**config.mk**
```make
export PLATFORM = sky130hd
export DESIGN_NAME = doa_tracker_flat
export DESIGN_NICKNAME = d
export VERILOG_FILES = /design/src/rtl/doa_pkg.sv /design/src/rtl/doa_if.sv /design/src/rtl/doa_ring_avg.sv /design/src/rtl/doa_tracker.sv /design/src/flat_wrapper.sv
export SDC_FILE = /design/constraint.sdc
export NUM_CORES = 1
export LEC_CHECK = 0
export CORE_UTILIZATION = 35
export DETAILED_ROUTE_END_ITERATION = 8
export PLACE_DENSITY = 0.51
export SLEW_MARGIN = 15
export SYNTH_ARGS = -nofsm -noshare
export SYNTH_HDL_FRONTEND = slang
export SYNTH_SLANG_ARGS = --single-unit
```
**constraint.sdc**
```tcl
create_clock -name clk -period 4.5 [get_ports clk]
set_input_delay 1.35 -clock clk [delete_from_list [all_inputs] [get_ports clk]]
set_output_delay 1.35 -clock clk [all_outputs]
set_load 0.005 [all_outputs]
```
**src/rtl/doa_pkg.sv**
```systemverilog
// Shared widths, limits, tracker states and the DOA distance helper.
package doa_pkg;

  localparam int DOA_W   = 8;
  localparam int BNUM_W  = 6;
  localparam int MAX_DOA = 180;

  typedef enum logic [1:0] {
    EMPTY = 2'd0,
    FILL  = 2'd1,
    TRACK = 2'd2
  } state_e;

  // |a - b| taken on 9-bit signed operands so 0..255 inputs never wrap.
  function automatic logic [8:0] abs_diff(input logic [7:0] a, input logic [7:0] b);
    logic signed [8:0] d;
    d = $signed({1'b0, a}) - $signed({1'b0, b});
    return (d < 0) ? $unsigned(-d) : $unsigned(d);
  endfunction

endpackage

```
**src/rtl/doa_if.sv**
```systemverilog
// Estimate-in / smoothed-DOA-out bundle between the beam stage and the tracker.
interface doa_if;
  import doa_pkg::*;

  logic              done;
  logic [BNUM_W-1:0] bnum;
  logic [DOA_W-1:0]  doa;
  logic [DOA_W-1:0]  avg_doa;
  logic              avg_valid;
  logic [BNUM_W-1:0] last_bnum;
  logic [5:0]        fill_cnt;
  logic              upd;
  logic              rej;
  logic              flushed;

  modport master (
    output done, bnum, doa,
    input  avg_doa, avg_valid, last_bnum, fill_cnt, upd, rej, flushed
  );

  modport slave (
    input  done, bnum, doa,
    output avg_doa, avg_valid, last_bnum, fill_cnt, upd, rej, flushed
  );
endinterface

```
**src/rtl/doa_ring_avg.sv**
```systemverilog
// Circular history of accepted DOA samples with a running sum and rounded mean.
module doa_ring_avg
  import doa_pkg::*;
#(
  parameter int DEPTH = 8
) (
  input  logic             clk,
  input  logic             reset,
  input  logic             clr_i,
  input  logic             load_i,
  input  logic             wr_i,
  input  logic             rpl_i,
  input  logic [DOA_W-1:0] din_i,
  output logic [DOA_W-1:0] avg_o
);

  localparam int AW = $clog2(DEPTH);
  localparam int SW = DOA_W + AW;

  logic [DOA_W-1:0] mem_q [DEPTH];
  logic [DOA_W-1:0] old_q;
  logic [AW-1:0]    wr_ptr_q, wr_ptr_d, wr_addr;
  logic [SW-1:0]    sum_q, sum_d, rnd;
  logic             we;

  always_comb begin
    wr_ptr_d = wr_ptr_q;
    sum_d    = sum_q;
    wr_addr  = wr_ptr_q;
    we       = 1'b0;
    if (clr_i) begin
      wr_ptr_d = '0;
      sum_d    = '0;
    end else if (load_i) begin
      we       = 1'b1;
      wr_addr  = '0;
      wr_ptr_d = AW'(1);
      sum_d    = SW'(din_i);
    end else if (wr_i) begin
      we       = 1'b1;
      wr_ptr_d = wr_ptr_q + AW'(1);
      sum_d    = sum_q + SW'(din_i);
    end else if (rpl_i) begin
      we       = 1'b1;
      wr_ptr_d = wr_ptr_q + AW'(1);
      sum_d    = sum_q - SW'(old_q) + SW'(din_i);
    end
  end

  // Mean of the post-update sum, so the caller can register it alongside.
  always_comb begin
    rnd   = sum_d + SW'(DEPTH / 2);
    avg_o = rnd[SW-1:AW];
  end

  always_ff @(posedge clk) begin
    if (reset) begin
      wr_ptr_q <= '0;
      sum_q    <= '0;
    end else begin
      wr_ptr_q <= wr_ptr_d;
      sum_q    <= sum_d;
    end
  end

  // Prefetch the entry at the next write pointer: it is the oldest once full.
  always_ff @(posedge clk) begin
    if (we) mem_q[wr_addr] <= din_i;
    old_q <= mem_q[wr_ptr_d];
  end

endmodule

```
**src/rtl/doa_tracker.sv**
```systemverilog
// Smoothing, outlier rejection and timeout flush for per-frame DOA estimates.
module doa_tracker
  import doa_pkg::*;
#(
  parameter int DEPTH    = 8,
  parameter int JUMP_THR = 20,
  parameter int CONFIRM  = 3,
  parameter int TIMEOUT  = 5000000
) (
  input  logic clk,
  input  logic reset,
  doa_if.slave bus
);

  localparam int CNT_W = $clog2(TIMEOUT + 1);
  localparam int JW    = $clog2(CONFIRM + 1);

  logic              s1_valid_q, s1_valid_d;
  logic [DOA_W-1:0]  s1_doa_q, s1_doa_d;
  logic [BNUM_W-1:0] s1_bnum_q, s1_bnum_d;
  logic              drop_q, drop_d;
  logic [1:0]        guard_q, guard_d;
  state_e            state_q, state_d;
  logic [5:0]        fill_q, fill_d;
  logic [JW-1:0]     jump_q, jump_d;
  logic [CNT_W-1:0]  tmo_q, tmo_d;
  logic [DOA_W-1:0]  avg_q, avg_d, avg_raw, ring_avg;
  logic              avg_valid_q, avg_valid_d;
  logic [BNUM_W-1:0] last_bnum_q, last_bnum_d;
  logic              upd_q, upd_d, rej_q, rej_d, flushed_q, flushed_d;
  logic              use_mean, hold, take, expire;
  logic              ring_clr, ring_load, ring_wr, ring_rpl;

  doa_ring_avg #(.DEPTH(DEPTH)) u_ring (
    .clk    (clk),
    .reset  (reset),
    .clr_i  (ring_clr),
    .load_i (ring_load),
    .wr_i   (ring_wr),
    .rpl_i  (ring_rpl),
    .din_i  (s1_doa_q),
    .avg_o  (ring_avg)
  );

  assign expire = (fill_q != 6'd0) && (tmo_q >= CNT_W'(TIMEOUT - 1));
  assign take   = bus.done && (guard_q == 2'd0);

  always_comb begin
    state_d     = state_q;
    fill_d      = fill_q;
    jump_d      = jump_q;
    avg_valid_d = avg_valid_q;
    last_bnum_d = last_bnum_q;
    avg_raw     = avg_q;
    use_mean    = 1'b0;
    upd_d       = 1'b0;
    rej_d       = drop_q;
    flushed_d   = 1'b0;
    ring_clr    = 1'b0;
    ring_load   = 1'b0;
    ring_wr     = 1'b0;
    ring_rpl    = 1'b0;
    hold        = 1'b0;
    tmo_d       = (tmo_q == CNT_W'(TIMEOUT)) ? tmo_q : tmo_q + CNT_W'(1);

    // A pending sample waits one slot behind a timeout flush.
    if (expire) begin
      state_d     = EMPTY;
      fill_d      = 6'd0;
      avg_valid_d = 1'b0;
      jump_d      = '0;
      ring_clr    = 1'b1;
      flushed_d   = 1'b1;
      hold        = s1_valid_q;
    end else if (s1_valid_q) begin
      if (s1_doa_q > DOA_W'(MAX_DOA)) begin
        rej_d = 1'b1;
      end else begin
        tmo_d = '0;
        if (state_q != TRACK) begin
          ring_wr     = 1'b1;
          fill_d      = fill_q + 6'd1;
          last_bnum_d = s1_bnum_q;
          upd_d       = 1'b1;
          if (fill_q == 6'(DEPTH - 1)) begin
            state_d     = TRACK;
            avg_valid_d = 1'b1;
            use_mean    = 1'b1;
          end else begin
            state_d = FILL;
            avg_raw = s1_doa_q;
          end
        end else if (abs_diff(s1_doa_q, avg_q) <= 9'(JUMP_THR)) begin
          ring_rpl    = 1'b1;
          jump_d      = '0;
          use_mean    = 1'b1;
          upd_d       = 1'b1;
          last_bnum_d = s1_bnum_q;
        end else if (jump_q == JW'(CONFIRM - 1)) begin
          ring_load   = 1'b1;
          fill_d      = 6'd1;
          state_d     = FILL;
          avg_raw     = s1_doa_q;
          avg_valid_d = 1'b0;
          jump_d      = '0;
          flushed_d   = 1'b1;
          upd_d       = 1'b1;
          last_bnum_d = s1_bnum_q;
        end else begin
          jump_d = jump_q + JW'(1);
          rej_d  = 1'b1;
        end
      end
    end

    s1_valid_d = hold ? s1_valid_q : take;
    s1_doa_d   = (take && !hold) ? bus.doa  : s1_doa_q;
    s1_bnum_d  = (take && !hold) ? bus.bnum : s1_bnum_q;
    drop_d     = bus.done && (guard_q != 2'd0);
    guard_d    = take ? 2'd2 : ((guard_q != 2'd0) ? guard_q - 2'd1 : 2'd0);
  end

  assign avg_d = use_mean ? ring_avg : avg_raw;

  always_ff @(posedge clk) begin
    if (reset) begin
      s1_valid_q  <= 1'b0;
      s1_doa_q    <= '0;
      s1_bnum_q   <= '0;
      drop_q      <= 1'b0;
      guard_q     <= 2'd0;
      state_q     <= EMPTY;
      fill_q      <= 6'd0;
      jump_q      <= '0;
      tmo_q       <= '0;
      avg_q       <= '0;
      avg_valid_q <= 1'b0;
      last_bnum_q <= '0;
      upd_q       <= 1'b0;
      rej_q       <= 1'b0;
      flushed_q   <= 1'b0;
    end else begin
      s1_valid_q  <= s1_valid_d;
      s1_doa_q    <= s1_doa_d;
      s1_bnum_q   <= s1_bnum_d;
      drop_q      <= drop_d;
      guard_q     <= guard_d;
      state_q     <= state_d;
      fill_q      <= fill_d;
      jump_q      <= jump_d;
      tmo_q       <= tmo_d;
      avg_q       <= avg_d;
      avg_valid_q <= avg_valid_d;
      last_bnum_q <= last_bnum_d;
      upd_q       <= upd_d;
      rej_q       <= rej_d;
      flushed_q   <= flushed_d;
    end
  end

  assign bus.avg_doa   = avg_q;
  assign bus.avg_valid = avg_valid_q;
  assign bus.last_bnum = last_bnum_q;
  assign bus.fill_cnt  = fill_q;
  assign bus.upd       = upd_q;
  assign bus.rej       = rej_q;
  assign bus.flushed   = flushed_q;

endmodule

```
**src/flat_wrapper.sv**
```systemverilog
// flat-port wrapper written by rule: the top's interface ports become plain ports
module doa_tracker_flat import doa_pkg::*;
#(
  parameter int DEPTH    = 8,
  parameter int JUMP_THR = 20,
  parameter int CONFIRM  = 3,
  parameter int TIMEOUT  = 5000000
)
  (clk, reset, bus_done, bus_bnum, bus_doa, bus_avg_doa, bus_avg_valid, bus_last_bnum, bus_fill_cnt, bus_upd, bus_rej, bus_flushed);
  doa_if bus_i ();
  input  logic clk;
  input  logic reset;
  input wire logic [$bits(bus_i.done)-1:0] bus_done;
  input wire logic [$bits(bus_i.bnum)-1:0] bus_bnum;
  input wire logic [$bits(bus_i.doa)-1:0] bus_doa;
  output wire logic [$bits(bus_i.avg_doa)-1:0] bus_avg_doa;
  output wire logic [$bits(bus_i.avg_valid)-1:0] bus_avg_valid;
  output wire logic [$bits(bus_i.last_bnum)-1:0] bus_last_bnum;
  output wire logic [$bits(bus_i.fill_cnt)-1:0] bus_fill_cnt;
  output wire logic [$bits(bus_i.upd)-1:0] bus_upd;
  output wire logic [$bits(bus_i.rej)-1:0] bus_rej;
  output wire logic [$bits(bus_i.flushed)-1:0] bus_flushed;
  assign bus_i.done = bus_done;
  assign bus_i.bnum = bus_bnum;
  assign bus_i.doa = bus_doa;
  assign bus_avg_doa = bus_i.avg_doa;
  assign bus_avg_valid = bus_i.avg_valid;
  assign bus_last_bnum = bus_i.last_bnum;
  assign bus_fill_cnt = bus_i.fill_cnt;
  assign bus_upd = bus_i.upd;
  assign bus_rej = bus_i.rej;
  assign bus_flushed = bus_i.flushed;
  doa_tracker #(.DEPTH(DEPTH), .JUMP_THR(JUMP_THR), .CONFIRM(CONFIRM), .TIMEOUT(TIMEOUT)) u_core (.clk(clk), .reset(reset), .bus(bus_i));
endmodule
```
---- After elaboration in Yosys (flattened, before gate mapping) ----
Memories as Yosys holds them, arrays and structs flattened. A register that Yosys moved wholly into a read port is not among the register bits.
Cells that the tools add are included.
word-level totals
  bits in writable memories ............... 64
  output and inout bits ................... 24
  register bits ........................... 83
  logic and storage cells ................. 147
  memories kept ........................... 1
  input bits .............................. 17
operators by class
  order comparisons ....................... 4
  muxes and demuxes ....................... 78
  equality and inequality tests ........... 10
  bitwise gates (word level) .............. 5
  add/subtract/negate cells ............... 11
  reductions and logical operators ........ 20
memory list
  memory               words  width  rd ports  clocked after Yosys merged registers in  wr ports  line                source
  u_core.u_ring.mem_q  8      8      1         1                                        1         doa_ring_avg.sv:20  logic [DOA_W-1:0] mem_q [DEPTH];
operators by type and width
  kind                                                                              number
  23-bit 2-to-1 mux                                                                 4
  8-bit 2-to-1 mux                                                                  8
  11-bit 2-to-1 mux                                                                 4
  1-bit 2-to-1 mux                                                                  41
  6-bit 2-to-1 mux                                                                  6
  23-bit by 1-bit adder with 23-bit output, second input constant                   1
  23-bit == test, second input constant                                             1
  23-bit greater-or-equal comparator, second input constant                         1
  11-bit by 8-bit adder with 11-bit output                                          2
  3-bit 2-to-1 mux                                                                  6
  2-bit 2-to-1 mux                                                                  8
  11-bit by 3-bit adder with 11-bit output, second input constant                   1
  11-bit by 8-bit subtractor with 11-bit output                                     1
  9-bit by 5-bit less-or-equal comparator with 1-bit output, second input constant  1
  9-bit by 1-bit less-than comparator with 1-bit output, second input constant      1
  9-bit 2-to-1 mux                                                                  1
  9-bit negation                                                                    1
  8-bit by 8-bit subtractor with 9-bit output                                       1
  8-bit > comparator, second input constant                                         1
  4-bit AND reduction                                                               2
  6-bit by 1-bit adder with 6-bit output, second input constant                     1
  6-bit by 3-bit == test with 1-bit output, second input constant                   1
  2-bit by 1-bit inequality test with 1-bit output, second input constant           3
  6-bit AND reduction                                                               1
  other kinds (19)                                                                  30

---- Longest topological paths before layout ----
  depth after elaboration ................. 15
  gate-level depth with buffers ........... 20

---- By module ----
Synthesis repeated with hierarchy kept, for this count alone.
second synthesis, totals
  cells, all modules ...................... 831
  area, all modules ....................... 8614.5 sq um
modules (own cells, without submodules)
  module        times used  cells an instance  area an instance (sq um)  sequential area each (sq um)
  doa_ring_avg  1           387                4780.8                    2362.3
  doa_tracker   1           444                3833.7                    1381.3

---- Worst setup path after synthesis ----
OpenSTA, ideal clock, no wires.
  path kind ............................... register to register
  from .................................... register u_core.s1_doa_q[0]
  to ...................................... register u_core.avg_q[3], in the netlist u_core.bus.avg_doa[3]
  path slack .............................. 0.099 ns
  path buffers ............................ 1
  stages on the path, launching flop included .. 20
  data arrival time ....................... 4.297 ns
  cells stage by stage .................... dfxtp_1 inv_1 ha_1 inv_1 fa_1 a211oi_4 nor4b_1 or4b_4 nor4b_4 nor4b_4 or2_1 buf_6 o211ai_2 o311a_1 clkinv_1 ha_1 inv_1 nor3_1 xor2_1 a2111oi_2
between the ends
  cells in the longest elaborated chain, start to end .. 15
RTL lines
  what                                                                                            line                source
  start: declaration                                                                              doa_tracker.sv:19   logic [DOA_W-1:0] s1_doa_q, s1_doa_d;
  start signal: assignment                                                                        doa_tracker.sv:144  s1_doa_q <= s1_doa_d;
  8-bit by 8-bit subtractor with 9-bit output                                                     doa_pkg.sv:17       d = $signed({1'b0, a}) - $signed({1'b0, b});
  9-bit negation / 9-bit by 1-bit less-than comparator with 1-bit output (equally long branches)  doa_pkg.sv:18       return (d < 0) ? $unsigned(-d) : $unsigned(d);
  9-bit 2-to-1 mux                                                                                doa_pkg.sv:18
  9-bit by 5-bit less-or-equal comparator with 1-bit output                                       doa_tracker.sv:93   end else if (abs_diff(s1_doa_q, avg_q) <= 9'(JUMP_THR)) begin
  1-bit 2-to-1 mux                                                                                doa_tracker.sv:93
  1-bit 2-to-1 mux                                                                                doa_tracker.sv:80   if (state_q != TRACK) begin
  1-bit 2-to-1 mux                                                                                doa_tracker.sv:76   if (s1_doa_q > DOA_W'(MAX_DOA)) begin
  1-bit 2-to-1 mux                                                                                doa_tracker.sv:75   end else if (s1_valid_q) begin
  1-bit 2-to-1 mux                                                                                doa_tracker.sv:67   if (expire) begin
  11-bit 2-to-1 mux                                                                               doa_ring_avg.sv:43  end else if (rpl_i) begin
  11-bit 2-to-1 mux                                                                               doa_ring_avg.sv:39  end else if (wr_i) begin
  11-bit 2-to-1 mux (*)                                                                           doa_ring_avg.sv:34  end else if (load_i) begin
  11-bit 2-to-1 mux (*)                                                                           doa_ring_avg.sv:31  if (clr_i) begin
  named net u_core.u_ring.sum_d[3]                                                                doa_ring_avg.sv:23  logic [SW-1:0] sum_q, sum_d, rnd;
  11-bit by 3-bit adder with 11-bit output (*)                                                    doa_ring_avg.sv:52  rnd = sum_d + SW'(DEPTH / 2);
  8-bit 2-to-1 mux (*)                                                                            doa_tracker.sv:123  assign avg_d = use_mean ? ring_avg : avg_raw;
  end signal: assignment                                                                          doa_tracker.sv:152  avg_q <= avg_d;
  end: declaration                                                                                doa_tracker.sv:27   logic [DOA_W-1:0] avg_q, avg_d, avg_raw, ring_avg;
The timed path passes the listed nets; every way through them passes the cells marked *.
A chain may end at the register's enable or synchronous reset.

---- Worst setup path after layout ----
  from .................................... register u_core.avg_q[0], in the netlist u_core.bus.avg_doa[0]
  to ...................................... register u_core.avg_q[1], in the netlist u_core.bus.avg_doa[1]
between the ends
  cells in the longest elaborated chain, start to end .. 15
RTL lines
  what                                                                                            line
  8-bit by 8-bit subtractor with 9-bit output (*)                                                 doa_pkg.sv:17
  9-bit negation / 9-bit by 1-bit less-than comparator with 1-bit output (equally long branches)  doa_pkg.sv:18
  9-bit 2-to-1 mux (*)                                                                            doa_pkg.sv:18
  9-bit by 5-bit less-or-equal comparator with 1-bit output (*)                                   doa_tracker.sv:93
  1-bit 2-to-1 mux                                                                                doa_tracker.sv:93
  1-bit 2-to-1 mux                                                                                doa_tracker.sv:80
  1-bit 2-to-1 mux                                                                                doa_tracker.sv:76
  1-bit 2-to-1 mux                                                                                doa_tracker.sv:75
  1-bit 2-to-1 mux                                                                                doa_tracker.sv:67
  11-bit 2-to-1 mux                                                                               doa_ring_avg.sv:43
  11-bit 2-to-1 mux                                                                               doa_ring_avg.sv:39
  11-bit 2-to-1 mux (*)                                                                           doa_ring_avg.sv:34
  11-bit 2-to-1 mux (*)                                                                           doa_ring_avg.sv:31
  named net u_core.u_ring.sum_d[2]                                                                doa_ring_avg.sv:23
  11-bit by 3-bit adder with 11-bit output (*)                                                    doa_ring_avg.sv:52
  8-bit 2-to-1 mux (*)                                                                            doa_tracker.sv:123
Marked as above.

==> results list <==
* Result of the run: completed
- Setup slack closes at about 0.26 ns.
- Routed len/inst: 16.6 um
- STA classifies the critical path startpoint as a register.
* Cell row count: 56
* Number of buffers created by CTS: 17
- Type of element capturing the critical path: register
- Arrival time reported for the critical path endpoint: between 4 and 5 ns
- Top cell type by total area after synthesis: sky130_fd_sc_hd__edfxtp_1
- CTS tree: done
- Async SR Flop Fraction: 0
* Crit path kind: register to register
- In the final layout, the share of cells above drive strength 1 is 0.135.
- Total standard cell area after synthesis: 8410 sq um
- Of the total power, the clock network draws 0.375.
* Final min period: roughly 4.2 ns
- Of the total power, registers draw 0.408.
- Yosys mapped the design onto 87 distinct sky130hd cell types.
* Die extent in x: 157 um
- Post-Synthesis Net Count: a little over 900
- Power density over the cells: 371 nW/um^2
* Switching power total: ~1.1 mW
- On the final layout, the worst clock skew is around 0.012 ns.
- The tool flagged a number of max-cap violations equal to 0.
* Sinks on the clock net: around 160
- Vias in the first global route: 6221
- The HPWL after detailed placement is about 16 mm.
- Final number of max-transition violations: 0
- In this run, synthesis produced a sequential element count of 155.
- After synthesis, the cell types taking the most area are sky130_fd_sc_hd__edfxtp_1, sky130_fd_sc_hd__dfxtp_1, sky130_fd_sc_hd__ha_1.
* Number of enable-type register cells in the synthesized netlist: 64
- Comb power frac: 0.217
- The detailed router finished its first iteration with between 300 and 400 violations.
- After detailed placement, the total cell area comes to 9420 sq um.
- In this run the remaining antenna-violating nets after routing total 0.
- Delay of the slowest cell on the worst path: 0.55 ns
* Clock edge transition at the registers on the reported setup and hold paths: 0.07 ns
* Required time of the critical path: 4.85 ns
- Die height: 157 um
- The area growth from synthesis to layout is 20.9%.
* Synth Warn #: 0
- Count leader, synth: sky130_fd_sc_hd__nor2_1
* Synth Flop Type: sky130_fd_sc_hd__dfxtp_1
* Final #Nets: 1018
- Final Routed Wirelength: 21.5 mm
- Total GRT Usage: 0.183
- Library cell used as clock root buffer: sky130_fd_sc_hd__clkbuf_16
- The slowest stage of the critical path is the sky130_fd_sc_hd__or4b_1 cell.
* Total via count in the routed design: 6558
* Congestion Overflow GR: 0
- Series of cell instances along the critical path: ha_4, inv_1, fa_2, a211oi_4, buf_4, nor2_1, or4b_1, a21oi_2, o32ai_4, a221o_1, o211a_1, a32oi_2, inv_2, ha_1, inv_2, nor2_1, or3_1, a21oi_2
- Layout Cell Area excl Fill: ~10000 sq um
- In this run the static leakage power is approximately 3.9 nW.
- Setup slack at placement: approximately 0.014 ns
* Share of the yosys chip area belonging to registers: 0.445
- Classification of the worst-slack hold path: register to register
- In this run the number of H-tree levels came out at 4.
* Total count of hold-check failures in the final report: 0
- Dividing the final minimum period by the clock period gives 0.943.
- The first global-routing pass estimated 34.3 mm of wire.
- Of the post-synthesis cell area, the dominant cell type holds 0.229.
- Input and output buffers added on the ports amount to 40.
- In this run the tightest slew margin relative to its limit is 0.416.
- The filler cells instantiated in the layout total about 2400.
- First-pass iteration count of the detailed router: 5
- In the routed layout, each cell is associated on average with a via count of 5.09.
- Total DRC errors in the routed layout: 0
- Of the total power, the share spent switching nets is 0.284.
- The initial antenna violation count came to 0.
- Ranked by instance count, the synthesized netlist is headed by sky130_fd_sc_hd__nor2_1, sky130_fd_sc_hd__dfxtp_1, sky130_fd_sc_hd__nand2_1, sky130_fd_sc_hd__edfxtp_1, sky130_fd_sc_hd__inv_1.
* Pwr Total: 3.77 mW
- Core outline area: between 20000 and 25000 sq um
- Adding up every negative setup slack in the final design gives 0 ns.
- Total of endpoints with negative setup slack in the final report: 0
* Synth Area per Inst: just under 10 sq um
* Longest Clk Path Bufs: 2
- Synthesized netlist cell count: 874
* Maximum number of pins on one net before global-route repair: 33
- Transition time at the pin with the least slew margin: around 0.88 ns
- For this design the top-level I/O count stands at 41.
- Routability-driven placement finished with a final weighted congestion of 0.885.
- Effective utilization at floorplan: 0.357
- Die outline area: 24700 sq um
* Internal: approximately 2.7 mW
- Critical path peak fanout: 4
- Setup repair after global routing left no endpoint under its margin.
- Worst ir drop on vdd: 0.174 mV
- ANT cells: 0
- Source-to-sink clock delay at the later pin of the worst-skew pair: 0.42 ns
- Timing-limited maximum frequency: 236 MHz
-- layout make-up --
| class | instances | area, sq um | share of cell area |
|---|---|---|---|
| Inverter | 62 | 233 | 0.0229 |
| Sequential cell | 155 | 3740 | 0.368 |
| Clock inverter | 8 | 83.8 | 0.00824 |
| Timing Repair Buffer | 93 | 806 | 0.0792 |
| Tap cell | 319 | 399 | 0.0393 |
| Multi-Input combinational cell | 628 | 4400 | 0.433 |
| Clock buffer | 24 | 504 | 0.0496 |
-- layout by cell type (no fill, tap or decap), types with 4 or more instances in the layout --
| cell | count |
|---|---|
| sky130_fd_sc_hd__or3_1 | 6 |
| sky130_fd_sc_hd__inv_1 | 58 |
| sky130_fd_sc_hd__dfxtp_1 | 90 |
| sky130_fd_sc_hd__clkbuf_16 | 18 |
| sky130_fd_sc_hd__a211oi_1 | 5 |
| sky130_fd_sc_hd__buf_4 | 52 |
| sky130_fd_sc_hd__nand3_1 | 21 |
| sky130_fd_sc_hd__mux2i_1 | 36 |
| sky130_fd_sc_hd__and4_1 | 4 |
| sky130_fd_sc_hd__nand4_1 | 10 |
| sky130_fd_sc_hd__nand2b_1 | 9 |
| sky130_fd_sc_hd__a21oi_1 | 54 |
| sky130_fd_sc_hd__nor2b_1 | 8 |
| sky130_fd_sc_hd__clkdlybuf4s50_1 | 39 |
| sky130_fd_sc_hd__a21oi_2 | 4 |
| sky130_fd_sc_hd__o21ai_1 | 5 |
| sky130_fd_sc_hd__fa_1 | 9 |
| sky130_fd_sc_hd__a22o_1 | 9 |
| sky130_fd_sc_hd__and3_1 | 7 |
| sky130_fd_sc_hd__o21a_1 | 6 |
| sky130_fd_sc_hd__a32oi_1 | 4 |
| sky130_fd_sc_hd__xnor2_1 | 23 |
| sky130_fd_sc_hd__a31oi_1 | 5 |
| sky130_fd_sc_hd__nor3b_1 | 4 |
| sky130_fd_sc_hd__or2_2 | 5 |
| sky130_fd_sc_hd__a22oi_1 | 4 |
| sky130_fd_sc_hd__o21ai_0 | 22 |
| sky130_fd_sc_hd__inv_2 | 4 |
| sky130_fd_sc_hd__nor2_1 | 99 |
| sky130_fd_sc_hd__edfxtp_1 | 64 |
| sky130_fd_sc_hd__ha_1 | 33 |
| sky130_fd_sc_hd__o211ai_1 | 6 |
| sky130_fd_sc_hd__a21o_1 | 7 |
| sky130_fd_sc_hd__o31ai_1 | 4 |
| sky130_fd_sc_hd__xor2_1 | 22 |
| sky130_fd_sc_hd__a221oi_1 | 9 |
| sky130_fd_sc_hd__nor4_1 | 6 |
| sky130_fd_sc_hd__nand2_1 | 86 |
| sky130_fd_sc_hd__nor3_1 | 20 |
-- logic make-up after synthesis --
kind of cell | after synthesis | synth area share
buffers and inverters | 91 | 0.0452
XOR/XNOR | 45 | 0.0469
adder cells (fa/ha/maj) | 44 | 0.0744
multiplexers | 36 | 0.0428
flip-flops | 155 | 0.445
AO/OA/AOI/OAI | 187 | 0.159
AND/OR/NAND/NOR | 316 | 0.186
-- power by group through the flow --
| stage | logic, mW | clock network [mW] | registers (mW) |
|---|---|---|---|
| 2_1_floorplan | 0.535 | 0 | 1.57 |
| 3_3_place_gp | 0.756 | 0 | 1.57 |
| 3_5_place_dp | 0.754 | 0 | 1.57 |
| 4_1_cts | 0.760 | 1.45 | 1.54 |
| 5_1_grt | 0.900 | 1.51 | 1.54 |
| 6_report | 0.818 | 1.41 | 1.54 |
-- final timing paths --
check                                      from                            endpoint  slack, ns  cells past startpoint
max          u_core.bus.avg_doa[0]$_SDFFE_PP0P_  u_core.bus.avg_doa[1]$_SDFFE_PP0P_       0.26                     18
min                u_core.guard_q[0]$_SDFF_PP0_        u_core.guard_q[0]$_SDFF_PP0_       0.45                      1
max reg2reg  u_core.bus.avg_doa[0]$_SDFFE_PP0P_  u_core.bus.avg_doa[1]$_SDFFE_PP0P_       0.26                     18
min reg2reg        u_core.guard_q[0]$_SDFF_PP0_        u_core.guard_q[0]$_SDFF_PP0_       0.45                      1
-- per-stage QoR --
step / util / hold slack, ns / instances
6_report: 0.432 / 0.447 / 1289
4_1_cts: 0.425 / 0.448 / 1283
5_1_grt: 0.432 / 0.466 / 1289
2_1_floorplan: - / 0.413 / 874
3_5_place_dp: 0.400 / 0.437 / 1251
3_3_place_gp: 0.400 / 0.437 / 1251
-- metal layers --
| layer | vias up | global-route usage | wire (um) |
|---|---|---|---|
| met5 | - | 0 | 0 |
| met4 | 0 | 0.0522 | 242 |
| met3 | 9 | 0.0300 | 588 |
| met2 | 91 | 0.286 | 9760 |
| met1 | 3137 | 0.260 | 10900 |
| li1 | 3321 | - | - |
-- worst max-delay path, delay by kind of cell, from the launching register on --
kind,cells,cell delay [ns]
DFF,1,0.38
AOI/OAI and AO/OA,7,1.59
buffers and inverters,4,0.38
adders and majority gates,3,0.75
and+or+nand+nor,4,1.09
-- registers in the layout, summed over array words and instances (netlist names) --
register                count
u_core.u_ring.wr_ptr_q      3
u_core.u_ring.old_q         8
u_core.s1_valid_q           1
u_core.tmo_q               23
u_core.u_ring.sum_q        11
u_core.bus.avg_valid        1
u_core.state_q              2
u_core.u_ring.mem_q        64
u_core.bus.upd              1
u_core.guard_q              2
u_core.bus.avg_doa          8
u_core.jump_q               2
u_core.bus.last_bnum        6
u_core.bus.flushed          1
u_core.s1_doa_q             8
u_core.s1_bnum_q            6
u_core.bus.fill_cnt         6
u_core.drop_q               1
u_core.bus.rej              1
-- what timing repair did --
item	4_1_cts	5_1_grt
hold buffers	0	0
setup endpoints to repair	0	16
setup buffers	0	6
gates resized for setup	0	24
Power figures use the tool's default switching activity.
